$ cat config.mk
export PLATFORM = sky130hd
export DESIGN_NAME = ipsxe_floating_point_multiplier_pipe_v1_0
export DESIGN_NICKNAME = d
export VERILOG_FILES = /design/src/rtl/ipsxe_floating_point_pkg_v1_0.sv /design/src/rtl/ipsxe_floating_point_mac_stage_v1_0.sv /design/src/rtl/ipsxe_floating_point_register_v1_0.sv /design/src/rtl/ipsxe_floating_point_multiplier_pipe_v1_0.sv
export SDC_FILE = /design/constraint.sdc
export NUM_CORES = 2
export LEC_CHECK = 0
export CORE_UTILIZATION = 30
export CTS_CLUSTER_SIZE = 8
export DETAILED_ROUTE_END_ITERATION = 8
export DONT_BUFFER_PORTS = 1
export GPL_TIMING_DRIVEN = 0
export SKIP_LAST_GASP = 1
export SLEW_MARGIN = 25
export SYNTH_ARGS = -nofsm -noshare
export SYNTH_HDL_FRONTEND = slang
export SYNTH_SLANG_ARGS = --single-unit
$ cat constraint.sdc
create_clock -name i_clk -period 25.2 [get_ports i_clk]
set_clock_uncertainty 0.15 [all_clocks]
set_input_delay 5.04 -clock i_clk [delete_from_list [all_inputs] [get_ports i_clk]]
set_output_delay 5.04 -clock i_clk [all_outputs]
set_load 0.1 [all_outputs]
$ cat src/rtl/ipsxe_floating_point_pkg_v1_0.sv
// rtl/ipsxe_floating_point_pkg_v1_0.sv - shared constants and helpers for the floating-point multiplier
package ipsxe_floating_point_pkg_v1_0;

    localparam int FLG_NAN  = 3;
    localparam int FLG_INF  = 2;
    localparam int FLG_ZERO = 1;
    localparam int FLG_INV  = 0;
    localparam int FLAG_W   = 4;

    // Number of CHUNK_W slices covering the mantissa including its hidden bit
    function automatic int calc_nchunk(input int man_width, input int chunk_w);
        return (man_width + chunk_w) / chunk_w;
    endfunction

    function automatic int calc_lat(input int man_width, input int chunk_w);
        return calc_nchunk(man_width, chunk_w) + 1;
    endfunction

    function automatic int sign_bit(input int exp_width, input int man_width);
        return exp_width + man_width;
    endfunction

    function automatic int exp_lsb(input int man_width);
        return man_width;
    endfunction

endpackage

$ cat src/rtl/ipsxe_floating_point_mac_stage_v1_0.sv
// rtl/ipsxe_floating_point_mac_stage_v1_0.sv - one accumulate stage: acc_out = acc_in + (ma * slice << SHIFT)
module ipsxe_floating_point_mac_stage_v1_0 #(
    parameter int MANW    = 24,
    parameter int PW      = 48,
    parameter int MBW     = 24,
    parameter int CHUNK_W = 8,
    parameter int SHIFT   = 0,
    parameter int SIDE_W  = 10
) (
    input  logic              clk,
    input  logic              rst,
    input  logic              ce,
    input  logic [PW-1:0]     acc_in,
    input  logic [MANW-1:0]   ma_in,
    input  logic [MBW-1:0]    mb_in,
    input  logic [SIDE_W-1:0] side_in,
    output logic [PW-1:0]     acc_out,
    output logic [MANW-1:0]   ma_out,
    output logic [MBW-1:0]    mb_out,
    output logic [SIDE_W-1:0] side_out
);

    logic [PW-1:0]     partial;
    logic [PW-1:0]     acc_d, acc_q;
    logic [MANW-1:0]   ma_d, ma_q;
    logic [MBW-1:0]    mb_d, mb_q;
    logic [SIDE_W-1:0] side_d, side_q;

    always_comb begin
        partial = PW'(ma_in) * PW'(mb_in[SHIFT +: CHUNK_W]);
        acc_d   = acc_in + (partial << SHIFT);
        ma_d    = ma_in;
        mb_d    = mb_in;
        side_d  = side_in;
    end

    always_ff @(posedge clk or posedge rst) begin
        if (rst) begin
            acc_q  <= '0;
            ma_q   <= '0;
            mb_q   <= '0;
            side_q <= '0;
        end else if (ce) begin
            acc_q  <= acc_d;
            ma_q   <= ma_d;
            mb_q   <= mb_d;
            side_q <= side_d;
        end
    end

    assign acc_out  = acc_q;
    assign ma_out   = ma_q;
    assign mb_out   = mb_q;
    assign side_out = side_q;

endmodule

$ cat src/rtl/ipsxe_floating_point_register_v1_0.sv
// rtl/ipsxe_floating_point_register_v1_0.sv - enabled delay line with asynchronous active-high reset
module ipsxe_floating_point_register_v1_0 #(
    parameter int WIDTH = 1,
    parameter int DEPTH = 1
) (
    input  logic             clk,
    input  logic             rst,
    input  logic             ce,
    input  logic [WIDTH-1:0] d,
    output logic [WIDTH-1:0] q
);

    logic [DEPTH-1:0][WIDTH-1:0] pipe_d;
    logic [DEPTH-1:0][WIDTH-1:0] pipe_q;

    always_comb begin
        pipe_d = pipe_q;
        if (ce) begin
            pipe_d[0] = d;
            for (int i = 1; i < DEPTH; i++) begin
                pipe_d[i] = pipe_q[i-1];
            end
        end
    end

    always_ff @(posedge clk or posedge rst) begin
        if (rst) begin
            pipe_q <= '0;
        end else begin
            pipe_q <= pipe_d;
        end
    end

    assign q = pipe_q[DEPTH-1];

endmodule

$ cat src/rtl/ipsxe_floating_point_multiplier_pipe_v1_0.sv
// rtl/ipsxe_floating_point_multiplier_pipe_v1_0.sv - pipelined unrounded FP multiply; IPSXE_FPM_SPECIAL_EN adds flush/classifier
module ipsxe_floating_point_multiplier_pipe_v1_0
    import ipsxe_floating_point_pkg_v1_0::*;
#(
    parameter int EXP_WIDTH = 8,
    parameter int MAN_WIDTH = 23,
    parameter int CHUNK_W   = 8,
    parameter int USER_W    = 1
) (
    input  logic                                 i_clk,
    input  logic                                 i_rst,
    input  logic                                 i_aclken,
    input  logic                                 i_valid,
    input  logic [EXP_WIDTH+MAN_WIDTH:0]         i_a,
    input  logic [EXP_WIDTH+MAN_WIDTH:0]         i_b,
    input  logic [USER_W-1:0]                    i_user,
    output logic                                 o_valid,
    output logic [2*(MAN_WIDTH+1)+EXP_WIDTH+1:0] o_a_mul_b,
    output logic [USER_W-1:0]                    o_user,
    output logic [3:0]                           o_flags
);

    localparam int MANW     = MAN_WIDTH + 1;
    localparam int PW       = 2 * MANW;
    localparam int NCHUNK   = calc_nchunk(MAN_WIDTH, CHUNK_W);
    localparam int LAT      = calc_lat(MAN_WIDTH, CHUNK_W);
    localparam int MBW      = NCHUNK * CHUNK_W;
    localparam int ESW      = EXP_WIDTH + 1;
    localparam int SIGN_BIT = sign_bit(EXP_WIDTH, MAN_WIDTH);
    localparam int EXP_LSB  = exp_lsb(MAN_WIDTH);
`ifdef IPSXE_FPM_SPECIAL_EN
    localparam int SIDE_W   = 1 + ESW + FLAG_W;
`else
    localparam int SIDE_W   = 1 + ESW;
`endif

    logic [EXP_WIDTH-1:0] exp_a, exp_b;
    logic [MAN_WIDTH-1:0] man_a, man_b;
    logic                 h_a, h_b;
    logic [MANW-1:0]      ma_d, ma_q;
    logic [MBW-1:0]       mb_d, mb_q;
    logic [SIDE_W-1:0]    side_d, side_q;

    assign exp_a = i_a[EXP_LSB +: EXP_WIDTH];
    assign exp_b = i_b[EXP_LSB +: EXP_WIDTH];
    assign man_a = i_a[MAN_WIDTH-1:0];
    assign man_b = i_b[MAN_WIDTH-1:0];

`ifdef IPSXE_FPM_SPECIAL_EN
    logic              nan_a, nan_b, inf_a, inf_b, zero_a, zero_b;
    logic              invalid, nan, inf, zero;
    logic [FLAG_W-1:0] flags_d;

    always_comb begin
        nan_a   = (&exp_a) & (|man_a);
        nan_b   = (&exp_b) & (|man_b);
        inf_a   = (&exp_a) & ~(|man_a);
        inf_b   = (&exp_b) & ~(|man_b);
        zero_a  = ~(|exp_a);
        zero_b  = ~(|exp_b);
        invalid = (inf_a & zero_b) | (zero_a & inf_b);
        nan     = nan_a | nan_b | invalid;
        inf     = (inf_a | inf_b) & ~nan;
        zero    = (zero_a | zero_b) & ~nan & ~inf;
        flags_d = '0;
        flags_d[FLG_NAN]  = nan;
        flags_d[FLG_INF]  = inf;
        flags_d[FLG_ZERO] = zero;
        flags_d[FLG_INV]  = invalid;
    end

    // exp==0 operands are flushed to zero by clearing the whole significand
    assign h_a = |exp_a;
    assign h_b = |exp_b;
`else
    assign h_a = 1'b1;
    assign h_b = 1'b1;
`endif

    always_comb begin
        ma_d = {h_a, man_a} & {MANW{h_a}};
        mb_d = MBW'({h_b, man_b} & {MANW{h_b}});
`ifdef IPSXE_FPM_SPECIAL_EN
        side_d = {i_a[SIGN_BIT] ^ i_b[SIGN_BIT], {1'b0, exp_a} + {1'b0, exp_b}, flags_d};
`else
        side_d = {i_a[SIGN_BIT] ^ i_b[SIGN_BIT], {1'b0, exp_a} + {1'b0, exp_b}};
`endif
    end

    always_ff @(posedge i_clk or posedge i_rst) begin
        if (i_rst) begin
            ma_q   <= '0;
            mb_q   <= '0;
            side_q <= '0;
        end else if (i_aclken) begin
            ma_q   <= ma_d;
            mb_q   <= mb_d;
            side_q <= side_d;
        end
    end

    logic [PW-1:0]     acc_w  [0:NCHUNK];
    logic [MANW-1:0]   ma_w   [0:NCHUNK];
    logic [MBW-1:0]    mb_w   [0:NCHUNK];
    logic [SIDE_W-1:0] side_w [0:NCHUNK];

    assign acc_w[0]  = '0;
    assign ma_w[0]   = ma_q;
    assign mb_w[0]   = mb_q;
    assign side_w[0] = side_q;

    for (genvar k = 0; k < NCHUNK; k++) begin : g_stage
        ipsxe_floating_point_mac_stage_v1_0 #(
            .MANW    (MANW),
            .PW      (PW),
            .MBW     (MBW),
            .CHUNK_W (CHUNK_W),
            .SHIFT   (k * CHUNK_W),
            .SIDE_W  (SIDE_W)
        ) u_stage (
            .clk      (i_clk),
            .rst      (i_rst),
            .ce       (i_aclken),
            .acc_in   (acc_w[k]),
            .ma_in    (ma_w[k]),
            .mb_in    (mb_w[k]),
            .side_in  (side_w[k]),
            .acc_out  (acc_w[k+1]),
            .ma_out   (ma_w[k+1]),
            .mb_out   (mb_w[k+1]),
            .side_out (side_w[k+1])
        );
    end

    // Valid and sideband share one LAT-deep delay so they stay aligned with the data
    logic [USER_W:0] vu_q;

    ipsxe_floating_point_register_v1_0 #(
        .WIDTH (USER_W + 1),
        .DEPTH (LAT)
    ) u_vu_delay (
        .clk (i_clk),
        .rst (i_rst),
        .ce  (i_aclken),
        .d   ({i_valid, i_user}),
        .q   (vu_q)
    );

    assign o_valid   = vu_q[USER_W];
    assign o_user    = vu_q[USER_W-1:0];
    assign o_a_mul_b = {side_w[NCHUNK][SIDE_W-1 -: 1+ESW], acc_w[NCHUNK]};
`ifdef IPSXE_FPM_SPECIAL_EN
    assign o_flags   = side_w[NCHUNK][FLAG_W-1:0];
`else
    assign o_flags   = 4'b0;
`endif

endmodule

==> flow_metrics.tcl <==
set metrics [dict create \
    numPortBuffers 0 \
    syn_inst 3175 \
    chipHeight_um 327 \
    ys_ff_latch 286 \
    grt_pass1_wl_um 135000 \
    postLayoutCellArea_mm2 0.0347 \
    worstSetupStartpointType "flip-flop" \
    cp_slowest_cell "or4_1" \
    synth-async-reset-ratio_pct 100 \
    start_util_pct 30.4 \
    seq_area_frac_synth_pct 22.6 \
    overflow 0 \
    clock-sinks 286 \
    yosysWarningCount 0 \
    gr-usage-all-layers_pct 16.1 \
    end_kind "flip-flop" \
    cts_root_buf "clkbuf_16" \
    utilization_pct 33.4 \
    required_ns 25.50 \
    tightest_slew_ns 1.06 \
    critPathBufInv 4 \
    netlist_area_mm2 0.0316 \
    wl_per_cell_um 18.3 \
    clkLatencyLatePin_ns 0.61 \
    dpl.cell_count 4561 \
    htree_levels 2 \
    relSlewSlack_pct 29.4 \
    vias_per_cell 4.77 \
    die-area_mm2 0.107 \
    drc 0 \
    drtIter0Drc 1269 \
    grt_max_degree 92 \
    fin_cells 4621 \
    first_pass_iters 5 \
    synth_top_area_share_pct 25.3 \
    core_mm2 0.104 \
    nets 3910 \
    drv_cap 0 \
    clockBufferDepth 3 \
    synth_flop_cell "dfrtp_1" \
    vias 22000 \
    gp_congestion 0.888 \
    wl_um 84500 \
    cts_resized 0 \
    cp_top_family "adder cells" \
    final.period_utilization_pct 31.1 \
    antenna_found_initial 13 \
    cts-hold-fix-buffers 0 \
    die_x_um 327 \
    num_rows 118 \
    fmax_mhz 128 \
    path_max_fanout 10 \
    cpPeakStageDelay_ns 0.58 \
    synthTopCellsByArea "fa_1, dfrtp_1, mux2_2" \
    syn_to_final_growth_pct 9.70 \
    synth_edf_count 0 \
    cts_tree "built" \
    grt_setup_unrepaired "false" \
    hold_viol 0 \
    crit_top_cell "fa_1" \
    setup_viol 0 \
    hold_path.class "flip-flop to flip-flop" \
    dpl-instance-area_mm2 0.0335 \
    pin_count 133 \
    fin_crit_ns 7.83 \
    ant_nets 0 \
    ys_types 84 \
    dpl.hpwl_um 68000 \
    first_global_vias 23600 \
    critPathKind "flip-flop to flip-flop" \
    drive_gt1_share_pct 12.8 \
    cts_buffers 43 \
    crit_arrival_ns 8.13 \
    synth_top_cell_by_area "fa_1" \
    status "finished, final reports clean" \
    avgSynthCellArea_um2 9.96 \
    finalSetupTns_ns 0 \
    path_clk_slew_ns 0.05 \
    maxSlewViolCount 0 \
    post_cts_buffers 0 \
]
==> kinds of logic (layout without fill, tap and decap cells) <==
logic type / count (synthesis) / after routing / synth area share [%]
xor gates and xnor gates: 130 / 130 / 3.67
DFF: 286 / 286 / 22.6
other: 1 / 9 / 0.0119
buffers and inverters: 589 / 647 / 7.65
adders and majority gates: 615 / 615 / 33.8
muxes: 254 / 254 / 9.04
and+or+nand+nor: 900 / 900 / 14.6
AOI/OAI and AO/OA: 400 / 400 / 8.60
==> metrics by stage <==
stage | hold slack, ns | setup WS [ns]
2_1_floorplan | 0.298 | 12.12
3_3_place_gp | 0.312 | 8.46
3_5_place_dp | 0.324 | 16.79
4_1_cts | 0.334 | 17.34
5_1_grt | 0.346 | 16.93
6_report | 0.328 | 17.37
==> cells in the final DEF, fill, tap and decap left out, types with 25 or more instances in the layout <==
cell type / Yosys / routed
a21oi_1: 120 / 120
buf_1: 28 / 25
nor2_1: 90 / 90
nor3_1: 27 / 27
nand2_1: 317 / 317
ha_1: 216 / 216
and2_1: 340 / 340
fa_1: 399 / 399
o21ai_1: 26 / 26
xor2_1: 50 / 50
dfrtp_1: 286 / 286
o21ai_0: 40 / 40
clkbuf_16: 0 / 43
mux2_2: 252 / 252
clkbuf_1: 103 / 101
a21o_1: 57 / 57
buf_4: 52 / 52
nand3_1: 31 / 31
xnor2_1: 77 / 77
inv_1: 396 / 395
==> final timing paths <==
check | start | slack [ns] | end | cells past startpoint
setup / recovery | g_stage[0].u_stage.mb_out[10] | 17.37 | g_stage[1].u_stage.acc_out[39] | 26
hold / removal | g_stage[2].u_stage.acc_out[19] | 0.33 | g_stage[2].u_stage.acc_out[19] | 1
setup reg to reg | g_stage[0].u_stage.mb_out[10] | 17.37 | g_stage[1].u_stage.acc_out[39] | 26
hold reg to reg | g_stage[2].u_stage.acc_out[19] | 0.33 | g_stage[2].u_stage.acc_out[19] | 1
max in group asynchronous | i_rst | 19.53 | side_q[6] | 3
min in group asynchronous | i_rst | 4.14 | g_stage[1].u_stage.acc_out[3] | 1
==> cell usage after synthesis (23+ instances only) <==
master / number
mux2_2: 252
a211oi_1: 23
xnor2_1: 77
o21ai_0: 40
inv_1: 396
nor2_1: 90
o21ai_1: 26
a21o_1: 57
xor2_1: 50
dfrtp_1: 286
ha_1: 216
and2_1: 340
buf_4: 52
nor3_1: 27
fa_1: 399
buf_1: 28
nand3_1: 31
a21oi_1: 120
clkbuf_1: 103
nand2_1: 317
==> final cells by class <==
| class | count | area, um2 |
|---|---|---|
| flip-flops and latches | 286 | 7160 |
| multi-input cells | 2303 | 22100 |
| repair buffers | 3 | 82.6 |
| well taps | 1380 | 1730 |
| plain buffers | 192 | 938 |
| clock inverters | 6 | 95.1 |
| fillers | 10700 | 69300 |
| clock buffers | 49 | 1120 |
| inverters | 397 | 1500 |
| diodes | 5 | 12.5 |
==> sequential cells by signal, indices dropped and copies added (netlist names) <==
register and count:
g_stage.u_stage.acc_out 121, g_stage.u_stage.ma_out 46, g_stage.u_stage.mb_out 24, g_stage.u_stage.side_out 30, ma_q 24, mb_q 23
side_q 10, u_vu_delay.pipe_q 6, u_vu_delay.q 2
==> per-layer routing <==
metal  routed length (um)  track usage, %
met5                   63               0
met2                40600            27.8
met4                 2800            5.60
met3                 4350            3.12
met1                36600            20.1
Power is not shown: default switching activity piles up to over one toggle a cycle in this logic, so the estimate is an artifact.
